$ cat src/rtl/crash_pkg.sv
// Shared definitions for the Color Crasher pixel stage.
// Holds the visible-area size, the 12-bit colour type, the colour index
// type and the eight-entry block palette.
package crash_pkg;

  localparam int H_ACTIVE = 640;
  localparam int V_ACTIVE = 480;

  typedef logic [2:0] cidx_t;

  typedef struct packed {
    logic [3:0] r;
    logic [3:0] g;
    logic [3:0] b;
  } rgb12_t;

  localparam rgb12_t PALETTE [8] = '{
    rgb12_t'(12'hF00), rgb12_t'(12'h0F0), rgb12_t'(12'h00F), rgb12_t'(12'hFF0),
    rgb12_t'(12'hF0F), rgb12_t'(12'h0FF), rgb12_t'(12'hF80), rgb12_t'(12'h8F0)
  };

  localparam rgb12_t RGB_WHITE = rgb12_t'(12'hFFF);
  localparam rgb12_t RGB_BG    = rgb12_t'(12'h003);
  localparam rgb12_t RGB_OFF   = rgb12_t'(12'h000);

endpackage

$ cat src/rtl/crash_renderer_if.sv
// Signal bundle between the VGA timing stage / button front end and the
// Color Crasher renderer.
//   hc, vc          : raster counters from the timing stage
//   btn_left/right  : synchronised move requests
//   red/green/blue  : registered pixel colour to the DAC pins
//   hit, score      : collision pulse and saturating hit count
// master = timing/button side, slave = renderer.
interface crash_renderer_if;
  logic [9:0] hc;
  logic [9:0] vc;
  logic       btn_left;
  logic       btn_right;
  logic [3:0] red;
  logic [3:0] green;
  logic [3:0] blue;
  logic       hit;
  logic [7:0] score;

  modport master (output hc, vc, btn_left, btn_right,
                  input  red, green, blue, hit, score);
  modport slave  (input  hc, vc, btn_left, btn_right,
                  output red, green, blue, hit, score);
endinterface

$ cat src/rtl/crash_renderer_lfsr16.sv
// Free-running 16-bit Fibonacci LFSR, polynomial x^16+x^14+x^13+x^11+1.
//   clk : clock
//   rst : synchronous active-low reset, loads SEED
//   q   : current register value
// Shifts right each cycle; the new MSB is the XOR of the tap bits.
module lfsr16 #(
  parameter logic [15:0] SEED = 16'hACE1
) (
  input  logic        clk,
  input  logic        rst,
  output logic [15:0] q
);

  logic [15:0] q_q;
  logic [15:0] q_d;

  always_comb begin
    q_d = {q_q[0] ^ q_q[2] ^ q_q[3] ^ q_q[5], q_q[15:1]};
  end

  always_ff @(posedge clk) begin
    if (!rst) q_q <= SEED;
    else      q_q <= q_d;
  end

  assign q = q_q;

endmodule

$ cat src/rtl/crash_renderer.sv
// Color Crasher pixel generator, one stage downstream of the VGA timing.
//   vgaclk : pixel clock
//   rst    : synchronous active-low reset
//   bus    : slave side of crash_renderer_if (hc/vc/buttons in,
//            rgb/hit/score out)
// Game state (paddle, falling block, score, flash) advances once per frame
// on the first cycle of vertical blanking; the pixel colour is registered,
// so rgb lags hc/vc by one cycle.
module crash_renderer
  import crash_pkg::*;
#(
  parameter int          PLAYER_W     = 32,
  parameter int          PLAYER_H     = 16,
  parameter int          PLAYER_Y     = 448,
  parameter int          BLOCK_SIZE   = 24,
  parameter int          PLAYER_STEP  = 4,
  parameter int          FALL_STEP    = 2,
  parameter int          FLASH_FRAMES = 30,
  parameter logic [15:0] LFSR_SEED    = 16'hACE1
) (
  input  logic             vgaclk,
  input  logic             rst,
  crash_renderer_if.slave  bus
);

  localparam logic [9:0]  PX_RESET = 10'((H_ACTIVE - PLAYER_W) / 2);
  localparam logic [9:0]  PX_MAX   = 10'(H_ACTIVE - PLAYER_W);

  // Positions are compared as 11-bit sums so x+size never wraps.
  function automatic logic [10:0] w11(input logic [9:0] x);
    return {1'b0, x};
  endfunction

  function automatic logic [7:0] sat_inc(input logic [7:0] x);
    return (x == 8'hFF) ? x : x + 8'd1;
  endfunction

  logic [15:0] lfsr;
  logic [3:0]  lfsr_unused;

  logic [9:0]  px_q, px_d;
  logic [9:0]  bx_q, bx_d;
  logic [9:0]  by_q, by_d;
  cidx_t       ci_q, ci_d;
  cidx_t       hit_ci_q, hit_ci_d;
  logic [7:0]  flash_q, flash_d;
  logic [7:0]  score_q, score_d;
  logic        hit_q, hit_d;
  rgb12_t      rgb_q, rgb_d;

  logic        frame_tick;
  logic        collide;
  logic        miss;
  logic        in_active;
  logic        in_block;
  logic        in_pad;

  lfsr16 #(.SEED(LFSR_SEED)) u_lfsr (
    .clk (vgaclk),
    .rst (rst),
    .q   (lfsr)
  );

  // Only the position and colour fields of the LFSR are consumed.
  assign lfsr_unused = {lfsr[15], lfsr[11:9]};

  // ---- frame update: game state, evaluated on pre-update positions ----
  always_comb begin
    frame_tick = (bus.hc == 10'd0) && (bus.vc == 10'(V_ACTIVE));
    collide = (w11(bx_q) < w11(px_q) + 11'(PLAYER_W))
           && (w11(px_q) < w11(bx_q) + 11'(BLOCK_SIZE))
           && (w11(by_q) + 11'(BLOCK_SIZE) > 11'(PLAYER_Y))
           && (w11(by_q) < 11'(PLAYER_Y + PLAYER_H));
    miss = (w11(by_q) + 11'(FALL_STEP) >= 11'(V_ACTIVE));

    px_d     = px_q;
    bx_d     = bx_q;
    by_d     = by_q;
    ci_d     = ci_q;
    hit_ci_d = hit_ci_q;
    flash_d  = flash_q;
    score_d  = score_q;
    hit_d    = 1'b0;

    if (frame_tick) begin
      case ({bus.btn_left, bus.btn_right})
        2'b10:   px_d = (px_q >= 10'(PLAYER_STEP)) ? px_q - 10'(PLAYER_STEP) : 10'd0;
        2'b01:   px_d = (w11(px_q) + 11'(PLAYER_STEP) > w11(PX_MAX)) ? PX_MAX
                                                                    : px_q + 10'(PLAYER_STEP);
        default: px_d = px_q;
      endcase

      if (collide || miss) begin
        by_d = 10'd0;
        bx_d = {1'b0, lfsr[8:0]};
        ci_d = lfsr[14:12];
      end else begin
        by_d = by_q + 10'(FALL_STEP);
      end

      if (collide) begin
        hit_d    = 1'b1;
        score_d  = sat_inc(score_q);
        flash_d  = 8'(FLASH_FRAMES);
        hit_ci_d = ci_q;
      end else if (flash_q != 8'd0) begin
        flash_d = flash_q - 8'd1;
      end
    end
  end

  // ---- render: colour for the current hc/vc, registered below ----
  always_comb begin
    in_active = (w11(bus.hc) < 11'(H_ACTIVE)) && (w11(bus.vc) < 11'(V_ACTIVE));
    in_block  = (bus.hc >= bx_q) && (w11(bus.hc) < w11(bx_q) + 11'(BLOCK_SIZE))
             && (bus.vc >= by_q) && (w11(bus.vc) < w11(by_q) + 11'(BLOCK_SIZE));
    in_pad    = (bus.hc >= px_q) && (w11(bus.hc) < w11(px_q) + 11'(PLAYER_W))
             && (w11(bus.vc) >= 11'(PLAYER_Y))
             && (w11(bus.vc) < 11'(PLAYER_Y + PLAYER_H));

    rgb_d = RGB_OFF;
    if (in_active) begin
      if (in_block)    rgb_d = PALETTE[ci_q];
      else if (in_pad) rgb_d = (flash_q != 8'd0) ? PALETTE[hit_ci_q] : RGB_WHITE;
      else             rgb_d = RGB_BG;
    end
  end

  // ---- state and output registers ----
  always_ff @(posedge vgaclk) begin
    if (!rst) begin
      px_q     <= PX_RESET;
      bx_q     <= {1'b0, LFSR_SEED[8:0]};
      by_q     <= 10'd0;
      ci_q     <= LFSR_SEED[14:12];
      hit_ci_q <= LFSR_SEED[14:12];
      flash_q  <= 8'd0;
      score_q  <= 8'd0;
      hit_q    <= 1'b0;
      rgb_q    <= RGB_OFF;
    end else begin
      px_q     <= px_d;
      bx_q     <= bx_d;
      by_q     <= by_d;
      ci_q     <= ci_d;
      hit_ci_q <= hit_ci_d;
      flash_q  <= flash_d;
      score_q  <= score_d;
      hit_q    <= hit_d;
      rgb_q    <= rgb_d;
    end
  end

  assign bus.red   = rgb_q.r;
  assign bus.green = rgb_q.g;
  assign bus.blue  = rgb_q.b;
  assign bus.hit   = hit_q;
  assign bus.score = score_q;

endmodule

$ cat src/flat_wrapper.sv
// flat-port wrapper written by rule: the top's interface ports become plain ports
module crash_renderer_flat import crash_pkg::*;
#(
  parameter int          PLAYER_W     = 32,
  parameter int          PLAYER_H     = 16,
  parameter int          PLAYER_Y     = 448,
  parameter int          BLOCK_SIZE   = 24,
  parameter int          PLAYER_STEP  = 4,
  parameter int          FALL_STEP    = 2,
  parameter int          FLASH_FRAMES = 30,
  parameter logic [15:0] LFSR_SEED    = 16'hACE1
)
  (vgaclk, rst, bus_hc, bus_vc, bus_btn_left, bus_btn_right, bus_red, bus_green, bus_blue, bus_hit, bus_score);
  crash_renderer_if bus_i ();
  input  logic vgaclk;
  input  logic rst;
  input wire logic [$bits(bus_i.hc)-1:0] bus_hc;
  input wire logic [$bits(bus_i.vc)-1:0] bus_vc;
  input wire logic [$bits(bus_i.btn_left)-1:0] bus_btn_left;
  input wire logic [$bits(bus_i.btn_right)-1:0] bus_btn_right;
  output wire logic [$bits(bus_i.red)-1:0] bus_red;
  output wire logic [$bits(bus_i.green)-1:0] bus_green;
  output wire logic [$bits(bus_i.blue)-1:0] bus_blue;
  output wire logic [$bits(bus_i.hit)-1:0] bus_hit;
  output wire logic [$bits(bus_i.score)-1:0] bus_score;
  assign bus_i.hc = bus_hc;
  assign bus_i.vc = bus_vc;
  assign bus_i.btn_left = bus_btn_left;
  assign bus_i.btn_right = bus_btn_right;
  assign bus_red = bus_i.red;
  assign bus_green = bus_i.green;
  assign bus_blue = bus_i.blue;
  assign bus_hit = bus_i.hit;
  assign bus_score = bus_i.score;
  crash_renderer #(.PLAYER_W(PLAYER_W), .PLAYER_H(PLAYER_H), .PLAYER_Y(PLAYER_Y), .BLOCK_SIZE(BLOCK_SIZE), .PLAYER_STEP(PLAYER_STEP), .FALL_STEP(FALL_STEP), .FLASH_FRAMES(FLASH_FRAMES), .LFSR_SEED(LFSR_SEED)) u_core (.vgaclk(vgaclk), .rst(rst), .bus(bus_i));
endmodule
$ cat config.mk
export PLATFORM = sky130hd
export DESIGN_NAME = crash_renderer_flat
export DESIGN_NICKNAME = d
export VERILOG_FILES = /design/src/rtl/crash_pkg.sv /design/src/rtl/crash_renderer_if.sv /design/src/rtl/crash_renderer_lfsr16.sv /design/src/rtl/crash_renderer.sv /design/src/flat_wrapper.sv
export SDC_FILE = /design/constraint.sdc
export NUM_CORES = 1
export LEC_CHECK = 0
export ABC_CLOCK_PERIOD_IN_PS = 4030
export BUFFER_PORTS_ARGS = -buffer_cell sky130_fd_sc_hd__buf_2
export CAP_MARGIN = 20
export CORE_MARGIN = 2
export CORE_UTILIZATION = 27
export DETAILED_ROUTE_END_ITERATION = 6
export PLACE_DENSITY_LB_ADDON = 0.3
export SYNTH_ARGS = -nofsm -noshare
export SYNTH_HDL_FRONTEND = slang
export SYNTH_SLANG_ARGS = --single-unit
$ cat constraint.sdc
create_clock -name vgaclk -period 4.03 [get_ports vgaclk]
set_input_delay 0.806 -clock vgaclk [delete_from_list [all_inputs] [get_ports vgaclk]]
set_output_delay 0.806 -clock vgaclk [all_outputs]
set_load 0.05 [all_outputs]
Yosys cells after proc, flatten, opt, wreduce, memory -nomap -nowiden --
Memories as Yosys holds them, arrays and structs flattened. Cells that the tools add are included.
Storage, ports and cells: register bits after elaboration 80, memory bits (read-only) 192, logic and storage cells 90, memories kept 2
Memory list:
- (name not given) | words 8, width 12, read ports 1, clocked after memory_dff 0, write ports 0, RTL line crash_renderer.sv:123 | if (in_block) rgb_d = PALETTE[ci_q];
- (name not given) | words 8, width 12, read ports 1, clocked after memory_dff 0, write ports 0, RTL line crash_renderer.sv:124 | else if (in_pad) rgb_d = (flash_q != 8'd0) ? PALETTE[hit_ci_q] : RGB_WHITE;
Operators by class: add/sub/neg operators 10, order comparisons 19, equality and inequality tests 4, muxes and demuxes 14, bitwise logic cells 6, reduce and logical (&&, ||, !) cells 23
Operators with widths (number):
- two-way mux 12 bit | 7
- less-than comparator 10 x 11 -> 1 bit | 4
- less-than comparator 10 x 9 -> 1 bit (second input constant) | 3
- two-way mux 10 bit | 3
- >= comparator 10 bit | 2
- case mux 10 bit (2 select lines) | 1
- two-way mux 8 bit | 2
- AND reduction 2 bit | 6
- adder 10 x 2 -> 11 bit (second input constant) | 1
- adder 10 x 3 -> 11 bit (second input constant) | 1
- adder 10 x 5 -> 11 bit (second input constant) | 1
- adder 10 x 6 -> 11 bit (second input constant) | 1
- >= comparator 11 x 9 -> 1 bit (second input constant) | 1
- greater-than comparator 11 x 10 -> 1 bit (second input constant) | 1
- greater-than comparator 11 x 9 -> 1 bit (second input constant) | 1
- logical AND 1 bit | 11
- less-than comparator 9 x 11 -> 1 bit | 1
- adder 10 x 2 -> 10 bit (second input constant) | 1
- adder 10 x 3 -> 10 bit (second input constant) | 1
- adder 9 x 5 -> 10 bit (second input constant) | 1
- == test 10 x 9 -> 1 bit (second input constant) | 1
- >= comparator 10 x 3 -> 1 bit (second input constant) | 1
- >= comparator 10 x 9 -> 1 bit | 1
- >= comparator 10 x 9 -> 1 bit (second input constant) | 1
- 17 further kinds | 22

Longest topological paths before layout --
Gate-level depths: netlist of the first run.
depth in word-level cells 7, mapped depth 14, depth with buffers taken out 12

Modules after synthesis --
From an unflattened synthesis of the first run, not the netlist that was laid out.
Unflattened totals: cells, all modules 661, area total of the unflattened synthesis 5444.0 um^2
By module, submodules not included:
- crash_renderer | instances 1, cells an instance 610, area an instance 4878.4 um^2, seq. area each 1101.1 um^2
- lfsr16 | instances 1, cells an instance 51, area an instance 565.5 um^2, seq. area each 320.3 um^2

Least setup slack after synthesis of the first run --
No wires, ideal clock.
kind register to register, from register u_core.bx_q[3], to register u_core.score_q[6] (netlist: u_core.bus.score[6]), setup time 71 ps, arrival 3003 ps, slack 956 ps, stages on the path, launching flop included 12, cell sequence dfxtp_1 inv_1 ha_1 nor3_1 xnor2_1 ha_1 and3_1 a221oi_1 a21oi_1 or3_4 or4_1 a21oi_1
On the way: longest elaborated chain between the ends 6, elaborated cells between the ends (all ways) 7
RTL lines:
- start, declared | RTL line crash_renderer.sv:42 | logic [9:0] bx_q, bx_d;
- start signal, assigned | RTL line crash_renderer.sv:133 | bx_q <= {1'b0, LFSR_SEED[8:0]};
- adder 9 x 5 -> 10 bit | RTL line crash_renderer.sv:71 | && (w11(px_q) < w11(bx_q) + 11'(BLOCK_SIZE))
- less-than comparator 10 x 11 -> 1 bit | RTL line crash_renderer.sv:71
- logical AND 1 bit (*) | RTL line crash_renderer.sv:71
- logical AND 1 bit (*) | RTL line crash_renderer.sv:72 | && (w11(by_q) + 11'(BLOCK_SIZE) > 11'(PLAYER_Y))
- logical AND 1 bit (*) | RTL line crash_renderer.sv:73 | && (w11(by_q) < 11'(PLAYER_Y + PLAYER_H));
- AND reduction 3 bit (no line) (*)
- end signal, assigned | RTL line crash_renderer.sv:148 | score_q <= score_d;
- end, declared | RTL line crash_renderer.sv:47 | logic [7:0] score_q, score_d;
Mark *: on every way between the ends. The rest lies on a longest branch, timed or not. A chain may end at the register's enable or synchronous reset.

Worst setup path in the final report of the first run --
from register u_core.bx_q[3], to register u_core.bx_q[1]
On the way: longest elaborated chain between the ends 7, elaborated cells between the ends (all ways) 8
RTL lines:
- adder 9 x 5 -> 10 bit | RTL line crash_renderer.sv:71
- less-than comparator 10 x 11 -> 1 bit | RTL line crash_renderer.sv:71
- logical AND 1 bit (*) | RTL line crash_renderer.sv:71
- logical AND 1 bit (*) | RTL line crash_renderer.sv:72
- logical AND 1 bit (*) | RTL line crash_renderer.sv:73
- logical OR 1 bit (*) | RTL line crash_renderer.sv:93 | if (collide || miss) begin
- AND reduction 2 bit (no line) (*)
Marks and branches as above.

==> results.txt, run 1 <==
Synthesized Nets: 757
DR iter-0 viols: 378
Highest Clock Rate: 280 MHz
outcome: finished, final reports clean
drt first pass iters: 5
die height: 145 um
Worst EP arrival: 3.84 ns
Setup-failing EPs final: 0
sw frac: 26.0%
Final min period: 3.57 ns
Core Region: 19500 um2
clock buffer depth: 2
Gate power share: 9.4%
relative slew slack: 54.1%
most frequent cells in the layout: ha_1, dfxtp_1, nand2_1
largest net degree at the start of global routing: 56
Yosys top cell by area: dfxtp_1
RSZ-0062 raised after global routing: false
Static Leakage: 0.00248 uW
Final Cycle Share: 88.7%
Synth Warn #: 0
CP Class: reg -> reg
Syn Area/Cell: 8.18 um2
Post-synth EDFFs: 0
layout cells sized above 1: 13.6%
Post-Syn Area: 5360 um2
register area share after synthesis: 26.5%
register bit total from synthesis: 71
Worst Setup End Kind: register
Post-route DRC: 0
site row count: 51
max-slew violation count: 0
cells after synthesis: 655
cts hold-fix bufs: 0
max cap viols: 0
Routed WL: 15000 um
dpl hpwl: 11400 um
R2R setup slack: 0.46 ns
Starting Density: 27.5%
Min-Delay Path Class: reg -> reg
first-pass GRT wire length: 24300 um
CTS Buf Count: 9
filler instances: 2059
Synth async-reset ratio: 0%
CTS clk-pin slew, worst paths: 0.06 ns
routability congestion estimate: 0.859
register area: 1420 um2
internal power: 1190 uW
Ant. Diodes: 0
cells taking the most area after synthesis: dfxtp_1, ha_1, nand2_1
crit path capture: u_core.bx_q[1]$_SDFFE_PN0P_
part of the power in the clock network: 45.7%
via/cell ratio: 5.12
Reg-to-Reg Start: u_core.bx_q[3]$_SDFFE_PN0P_
PostCTS Resize Cnt: 0
CTS tree: done
ANT nets after route: 0
Setup crit start: u_core.bx_q[3]$_SDFFE_PN0P_
total gr overflow: 0
Peak VDD IR: 217 uV
worst-path maximum fanout: 14
IO buf count: 44
multi-input combinational cell area: 3620 um2
Req. time, crit path: 4.29 ns
final setup skew: 0.00776 ns
DIE WIDTH: 145 um
leading cell type in the layout, fill and taps excluded: ha_1
All-Layer GR Usage: 14.8%
WL/cell: 15.6 um
vias in the first global route: 4616
Fin. Hold Viols: 0
Slew @ Worst Pin: 0.671 ns
H-tree Lvls: 3
Syn-to-layout area delta: 14.8%
WHS: 0.409 ns
number of nets in the layout: 794
Synth Flop Type: dfxtp_1
post-CTS setup buffers: 0
setup_tns: 0 ns
Sink Count: 71
die area: 21000 um2
I/O pins: 45
Psw: 417 uW
Sequential Power Share: 44.9%
total number of vias: 4926
worst r2r dst: u_core.bx_q[1]$_SDFFE_PN0P_
number of distinct library cells after synthesis: 64
initial antenna violation count: 0
Synth top area share: 26.5%
R2R depth: 12
Clock Root Buffer: clkbuf_16
clk_lat worst skew: 0.34 ns
crit start category: register
Pwr Density: 261 nW/um2
==> worst max-delay path: stages (launching register included) <==
cell and delay, ns:
dfxtp_1 0.46, inv_1 0.12, ha_1 0.24, nor3_1 0.29, xnor2_1 0.20, ha_1 0.29, and3_1 0.19, a221oi_1 0.29
a21oi_1 0.18, or3_4 0.52, nand2_1 0.30, buf_4 0.23, mux2i_1 0.19
==> layer usage <==
metal / wire (um) / vias up / track usage (%)
li1: - / 2478 / -
met1: 7710 / 2294 / 21.4
met2: 6190 / 142 / 22.2
met3: 881 / 12 / 3.16
met4: 191 / 0 / 3.78
met5: 0 / - / 0
==> worst min path at each step <==
stage | from | endpoint | depth (start not counted) | slack, ns
final | u_core.u_lfsr.q[11]$_SDFF_PN1_ | u_core.u_lfsr.q[10]$_SDFF_PN1_ | 1 | 0.41
after global routing | u_core.u_lfsr.q[11]$_SDFF_PN1_ | u_core.u_lfsr.q[10]$_SDFF_PN1_ | 1 | 0.46
after CTS | u_core.u_lfsr.q[11]$_SDFF_PN1_ | u_core.u_lfsr.q[10]$_SDFF_PN1_ | 1 | 0.42
after detailed placement | u_core.u_lfsr.q[11]$_SDFF_PN1_ | u_core.u_lfsr.q[10]$_SDFF_PN1_ | 1 | 0.40
after global placement | u_core.u_lfsr.q[11]$_SDFF_PN1_ | u_core.u_lfsr.q[10]$_SDFF_PN1_ | 1 | 0.39
after floorplan | u_core.u_lfsr.q[11]$_SDFF_PN1_ | u_core.u_lfsr.q[10]$_SDFF_PN1_ | 1 | 0.39
==> layout make-up <==
cell class / instances / share of cell area [%]
inverter: 41 / 2.50
timing repair buffer: 58 / 5.62
sequential: 71 / 23.1
clock inverter: 7 / 0.773
tap: 265 / 5.39
clock buffer: 9 / 3.66
multi-input combinational: 511 / 58.9
==> cells by family (layout without fill, tap and decap cells) <==
logic type | count (synthesis) | count (layout) | synth area share, %
muxes | 19 | 19 | 3.69
and+or+nand+nor | 242 | 242 | 23.2
DFF | 71 | 71 | 26.5
adders and majority gates | 78 | 78 | 18.2
AOI/OAI and AO/OA | 155 | 155 | 19.7
buffers and inverters | 73 | 115 | 5.93
xor gates and xnor gates | 17 | 17 | 2.78
==> flip-flops by register name, indices dropped and copies added, names as in the netlist <==
| signal | count |
|---|---|
| u_core.bus.score | 8 |
| u_core.u_lfsr.q | 16 |
| u_core.bus.red | 2 |
| u_core.flash_q | 8 |
| u_core.bus.blue | 2 |
| u_core.hit_ci_q | 3 |
| u_core.px_q | 8 |
| u_core.bx_q | 9 |
| u_core.bus.green | 2 |
| u_core.bus.hit | 1 |
| u_core.by_q | 9 |
| u_core.ci_q | 3 |
==> power by group through the flow <==
stage	sequential [uW]	combinational [uW]	clock [uW]
2_1_floorplan	737	95.4	0
4_1_cts	721	150	756
3_5_place_dp	736	149	0
3_3_place_gp	736	149	0
5_1_grt	721	171	793
6_report	721	152	733
==> synthesized netlist by cell type (all sizes together) (3+ instances only) <==
cell,count
o2111ai,5
nor2b,6
xor2,4
o31ai,8
xnor2,13
a2111oi,3
a21oi,36
a221oi,5
nor2,42
clkbuf,18
nand4,16
o21a,3
and4,3
o311ai,4
or2,4
mux2,3
dfxtp,71
a31oi,7
a211oi,11
nand3,24
a211o,4
nor4,12
mux2i,16
a21o,8
nor3,19
and2,9
buf,14
and3,8
or3,6
or4,5
o21ai,33
nand2,64
o211ai,9
inv,41
nand2b,15
ha,78
==> stage by stage <==
| step | power (uW) | setup slack, ns | utilization (%) | instances | instance area [um2] |
|---|---|---|---|---|---|
| CTS | 1630 | 0.447 | 31.4 | 961 | 6120 |
| floorplan | 832 | 0.956 | - | 655 | 5360 |
| finish | 1600 | 0.455 | 31.6 | 962 | 6150 |
| global route | 1690 | 0.177 | 31.6 | 962 | 6150 |
| detailed placement | 885 | 0.468 | 30.0 | 945 | 5850 |
| global placement | 885 | 0.644 | 30.0 | 945 | 5850 |
(Power assumes the default switching activity.)
==> run 2, diff against run 1 <==
ABC_CLOCK_PERIOD_IN_PS = 4500   (was 4030)
CAP_MARGIN = 0   (was 20)
clock period = 4.5 ns   (was 4.03 ns; I/O delays follow)
==> results.txt, run 2 (synthesized netlist as in run 1, its figures left out) <==
Worst EP arrival: 3.88 ns
Min-Delay Startpoint: u_core.u_lfsr.q[11]$_SDFF_PN1_
register area: 1420 um2
max cap viols: 0
Worst Setup End Kind: register
Post-route DRC: 0
clk_lat worst skew: 0.34 ns
Final Cycle Share: 81.1%
DIE WIDTH: 145 um
design area: 6120 um2
worst hold path endpoint: u_core.u_lfsr.q[10]$_SDFF_PN1_
filler instances: 2055
total gr overflow: 0
most frequent cells in the layout: ha_1, dfxtp_1, nand2_1
Final min period: 3.65 ns
largest net degree at the start of global routing: 56
post-CTS setup buffers: 0
outcome: finished, final reports clean
clock buffer depth: 2
Highest Clock Rate: 274 MHz
worst r2r dst: u_core.bx_q[6]$_SDFFE_PN1P_
PostCTS Resize Cnt: 0
CTS Buf Count: 9
Min-Delay Path Class: reg -> reg
Routed WL: 15000 um
multi-input combinational cell area: 3620 um2
die height: 145 um
routability congestion estimate: 0.833
WL/cell: 15.7 um
Pwr Density: 250 nW/um2
vias in the first global route: 4507
CTS tree: done
Setup-failing EPs final: 0
relative slew slack: 25.8%
Worst Hold Depth: 1
max reg flops: 16
Slew @ Worst Pin: 1.11 ns
CP Class: reg -> reg
Starting Density: 27.5%
Area after DPL: 5800 um2
site row count: 51
R2R setup slack: 0.85 ns
ANT nets after route: 0
max-slew violation count: 0
cts hold-fix bufs: 0
All-Layer GR Usage: 14.7%
Peak VDD IR: 183 uV
layout cells sized above 1: 12.8%
RSZ-0062 raised after global routing: false
Static Leakage: 0.00246 uW
Ant. Diodes: 0
Clock Root Buffer: clkbuf_16
Fin. Hold Viols: 0
total number of vias: 4927
H-tree Lvls: 3
drt first pass iters: 5
leading cell type in the layout, fill and taps excluded: ha_1
Core Region: 19500 um2
via/cell ratio: 5.16
I/O pins: 45
die area: 21000 um2
DR iter-0 viols: 348
Syn-to-layout area delta: 14.2%
Reg-to-Reg Start: u_core.bx_q[3]$_SDFFE_PN0P_
worst-path maximum fanout: 14
initial antenna violation count: 0
CTS clk-pin slew, worst paths: 0.06 ns
IO buf count: 44
Sink Count: 71
setup_tns: 0 ns
dpl hpwl: 11200 um
Req. time, crit path: 4.73 ns
number of nets in the layout: 787
crit start category: register
R2R depth: 11
Post-Route Utilization: 31.4%
first-pass GRT wire length: 23900 um
final setup skew: 0.0110 ns
run 2: how the worst max path moves through the flow:
stage / start / end / slack [ns]
after global placement: u_core.bx_q[3]$_SDFFE_PN0P_ / u_core.bx_q[6]$_SDFFE_PN1P_ / 0.91
after detailed placement: u_core.bx_q[3]$_SDFFE_PN0P_ / u_core.bx_q[6]$_SDFFE_PN1P_ / 0.87
after floorplan: u_core.bx_q[3]$_SDFFE_PN0P_ / u_core.bus.score[6]$_SDFFE_PN0P_ / 1.43
final: u_core.bx_q[3]$_SDFFE_PN0P_ / u_core.bx_q[6]$_SDFFE_PN1P_ / 0.85
after CTS: u_core.bx_q[3]$_SDFFE_PN0P_ / u_core.bx_q[6]$_SDFFE_PN1P_ / 0.85
after global routing: u_core.bx_q[3]$_SDFFE_PN0P_ / u_core.ci_q[0]$_SDFFE_PN0P_ / 0.56
run 2: report_power, final:
| part | internal [uW] | switching (uW) | total [uW] |
|---|---|---|---|
| registers | 640 | 4.98 | 645 |
| logic | 49.1 | 83.7 | 133 |
| clock network | 453 | 297 | 750 |
run 2: cell type report:
class,instances,area share (%)
Clock inverter,6,1.21
Clock buffer,10,3.91
Tap cell,265,5.42
Sequential cell,71,23.2
Multi-Input combinational cell,511,59.2
Inverter,41,2.52
Timing Repair Buffer,51,4.46
run 2: through the flow:
step                hold slack [ns]  total power [uW]  std cells  setup WS (ns)
floorplan                     0.386               745        655           1.43
global placement              0.391               792        939          0.907
detailed placement            0.399               792        939          0.874
CTS                           0.415              1550        955          0.854
global route                  0.428              1600        955          0.555
finish                        0.408              1530        955          0.850
run 2: critical path, stage by stage (launching register included):
cell,delay [ns]
dfxtp_1,0.49
inv_1,0.12
ha_1,0.24
nor3_1,0.25
xnor2_1,0.20
ha_1,0.29
and3_1,0.19
a221oi_1,0.28
a21oi_1,0.19
or3_4,0.52
nand2_1,0.39
mux2_2,0.38
run 2: per-layer routing:
| metal | vias to the layer above | GRT usage [%] | wire (um) |
|---|---|---|---|
| met1 | 2276 | 21.4 | 7410 |
| li1 | 2463 | - | - |
| met2 | 167 | 21.3 | 6280 |
| met3 | 21 | 3.03 | 1000 |
| met5 | - | 0 | 0 |
| met4 | 0 | 5.67 | 295 |
==> run 3, diff against run 2 <==
ABC_AREA = 1   (was unset)
ABC_CLOCK_PERIOD_IN_PS = 3700   (was 4500)
clock period = 3.7 ns   (was 4.5 ns; I/O delays follow)
==> results.txt, run 3 <==
PostCTS Resize Cnt: 0
first-pass GRT wire length: 24500 um
largest net degree at the start of global routing: 31
routability congestion estimate: 0.847
filler instances: 2283
H-tree Lvls: 3
crit start category: register
Syn-to-layout area delta: 13.9%
top sig layer: met4
register bit total from synthesis: 71
Final min period: 3.00 ns
register area share after synthesis: 25.4%
number of nets in the layout: 940
Core Region: 20300 um2
Starting Density: 27.6%
final setup skew: 0.0124 ns
clock buffer depth: 2
ANT nets after route: 0
outcome: finished, final reports clean
drt first pass iters: 5
cells taking the most area after synthesis: dfxtp_1, ha_1, nand2_1
vias in the first global route: 4733
dpl hpwl: 12100 um
most frequent cell after synthesis: nand2_1
DR iter-0 viols: 331
RSZ-0062 raised after global routing: false
design area: 6380 um2
max reg flops: 16
post-CTS setup buffers: 0
die area: 21900 um2
CTS Buf Count: 9
WHS: 0.416 ns
Post-route DRC: 0
total gr overflow: 0
CTS tree: done
layout cells sized above 1: 12.3%
Synth async-reset ratio: 0%
Worst Setup End Kind: register
Pwr Density: 294 nW/um2
worst-path maximum fanout: 12
max cap viols: 0
Static Leakage: 0.00298 uW
Synth top area share: 25.4%
Min-Delay Path Class: reg -> reg
routed wl met2: 6740 um
I/O pins: 45
Post-synth EDFFs: 0
total number of vias: 5168
Area after DPL: 6050 um2
Post-Syn Area: 5600 um2
Peak VDD IR: 220 uV
Routed WL: 15200 um
clk_lat worst skew: 0.34 ns
Slew @ Worst Pin: 0.605 ns
CTS clk-pin slew, worst paths: 0.06 ns
All-Layer GR Usage: 14.2%
Synth Flop Type: dfxtp_1
routed length on met1: 7700 um
Synth Warn #: 0
Worst EP arrival: 3.21 ns
Setup-failing EPs final: 0
Req. time, crit path: 3.91 ns
Final Cycle Share: 81.1%
cells after synthesis: 800
via/cell ratio: 4.64
WL/cell: 13.7 um
Yosys top cell by area: dfxtp_1
DIE WIDTH: 148 um
number of distinct library cells after synthesis: 44
initial antenna violation count: 0
die height: 148 um
cts hold-fix bufs: 0
most frequent cells after synthesis: nand2_1, inv_1, ha_1, nor2_1, dfxtp_1
CP Class: reg -> reg
WL met3: 558 um
most frequent cells in the layout: nand2_1, inv_1, nor2_1, ha_1, dfxtp_1
Sink Count: 71
IO buf count: 44
Highest Clock Rate: 333 MHz
Synthesized Nets: 902
max-slew violation count: 0
leading cell type in the layout, fill and taps excluded: nand2_1
site row count: 52
Clock Root Buffer: clkbuf_16
Syn Area/Cell: 7.00 um2
Ant. Diodes: 0
Fin. Hold Viols: 0
relative slew slack: 59.3%
setup_tns: 0 ns
==> run 3: changes by cell type in the layout (fill, tap and decap cells not counted), moves of 15 or more <==
cell / before / now
nor2_1: 42 / 78
nand2b_1: 15 / 0
inv_1: 39 / 93
mux2i_1: 16 / 0
nand2_1: 64 / 161
nand3_1: 24 / 61
xor2_1: 4 / 30
a21oi_1: 35 / 58
==> run 3: per-stage QoR <==
step | total power [uW] | cells | setup WS [ns] | util [%]
after floorplan | 895 | 800 | 1.22 | -
after global placement | 953 | 1097 | 0.754 | 29.8
after detailed placement | 954 | 1097 | 0.724 | 29.8
after CTS | 1900 | 1113 | 0.708 | 31.4
after global routing | 1960 | 1113 | 0.509 | 31.4
final | 1880 | 1113 | 0.699 | 31.4
==> run 3: critical path, cell delays in order, from the launching register on <==
cell and delay, ns:
dfxtp_1 0.48, inv_1 0.13, ha_1 0.22, or2_2 0.31
nor2_1 0.17, xor2_1 0.25, ha_1 0.27, nand2_1 0.07
nand3_1 0.06, nand2_1 0.08, inv_1 0.06, nor2_4 0.16
nand2_4 0.09, nand2_4 0.14, nand2_2 0.19, nand2_1 0.12
a21oi_1 0.07
==> run 3: per-layer routing <==
metal	track usage (%)	vias to the layer above
li1	-	2724
met1	19.7	2350
met2	22.1	82
met3	2.90	12
met4	4.38	0
met5	0	-
==> run 3: kinds of logic (layout without fill, tap and decap cells) <==
logic type               after synthesis  in the layout  synth area share (%)
buffers and inverters                123            166                  9.32
XOR/XNOR                              34             34                  5.32
flip-flops                            71             71                  25.4
AND/OR/NAND/NOR                      383            383                  31.9
adder cells (fa/ha/maj)               78             78                  17.4
AO/OA/AOI/OAI                        111            111                  10.6
==> run 3: path summary, 6_finish.rpt <==
kind	startpoint	end	slack (ns)	cells past startpoint
worst min-delay path	u_core.u_lfsr.q[10]$_SDFF_PN1_	u_core.u_lfsr.q[9]$_SDFF_PN0_	0.42	2
worst max register to register	u_core.bx_q[3]$_SDFFE_PN0P_	u_core.ci_q[0]$_SDFFE_PN0P_	0.70	16
worst min register to register	u_core.u_lfsr.q[10]$_SDFF_PN1_	u_core.u_lfsr.q[9]$_SDFF_PN0_	0.42	2
worst max-delay path	u_core.bx_q[3]$_SDFFE_PN0P_	u_core.ci_q[0]$_SDFFE_PN0P_	0.70	16
==> run 3: area by class of cell <==
type / instances / area, um2 / share of cell area (%)
multi-input cells: 606 / 3650 / 57.3
clock inverters: 6 / 92.6 / 1.45
flip-flops and latches: 71 / 1420 / 22.3
well taps: 270 / 338 / 5.30
clock buffers: 10 / 229 / 3.59
inverters: 100 / 377 / 5.91
repair buffers: 50 / 265 / 4.16
==> run 3: where the power goes <==
part           internal, uW  switching, uW  total, uW  leakage (uW)
combinational          53.3            100        154       0.00225
sequential              777           5.73        783      0.000577
clock                   594            348        941      0.000149
total                  1420            454       1880       0.00298
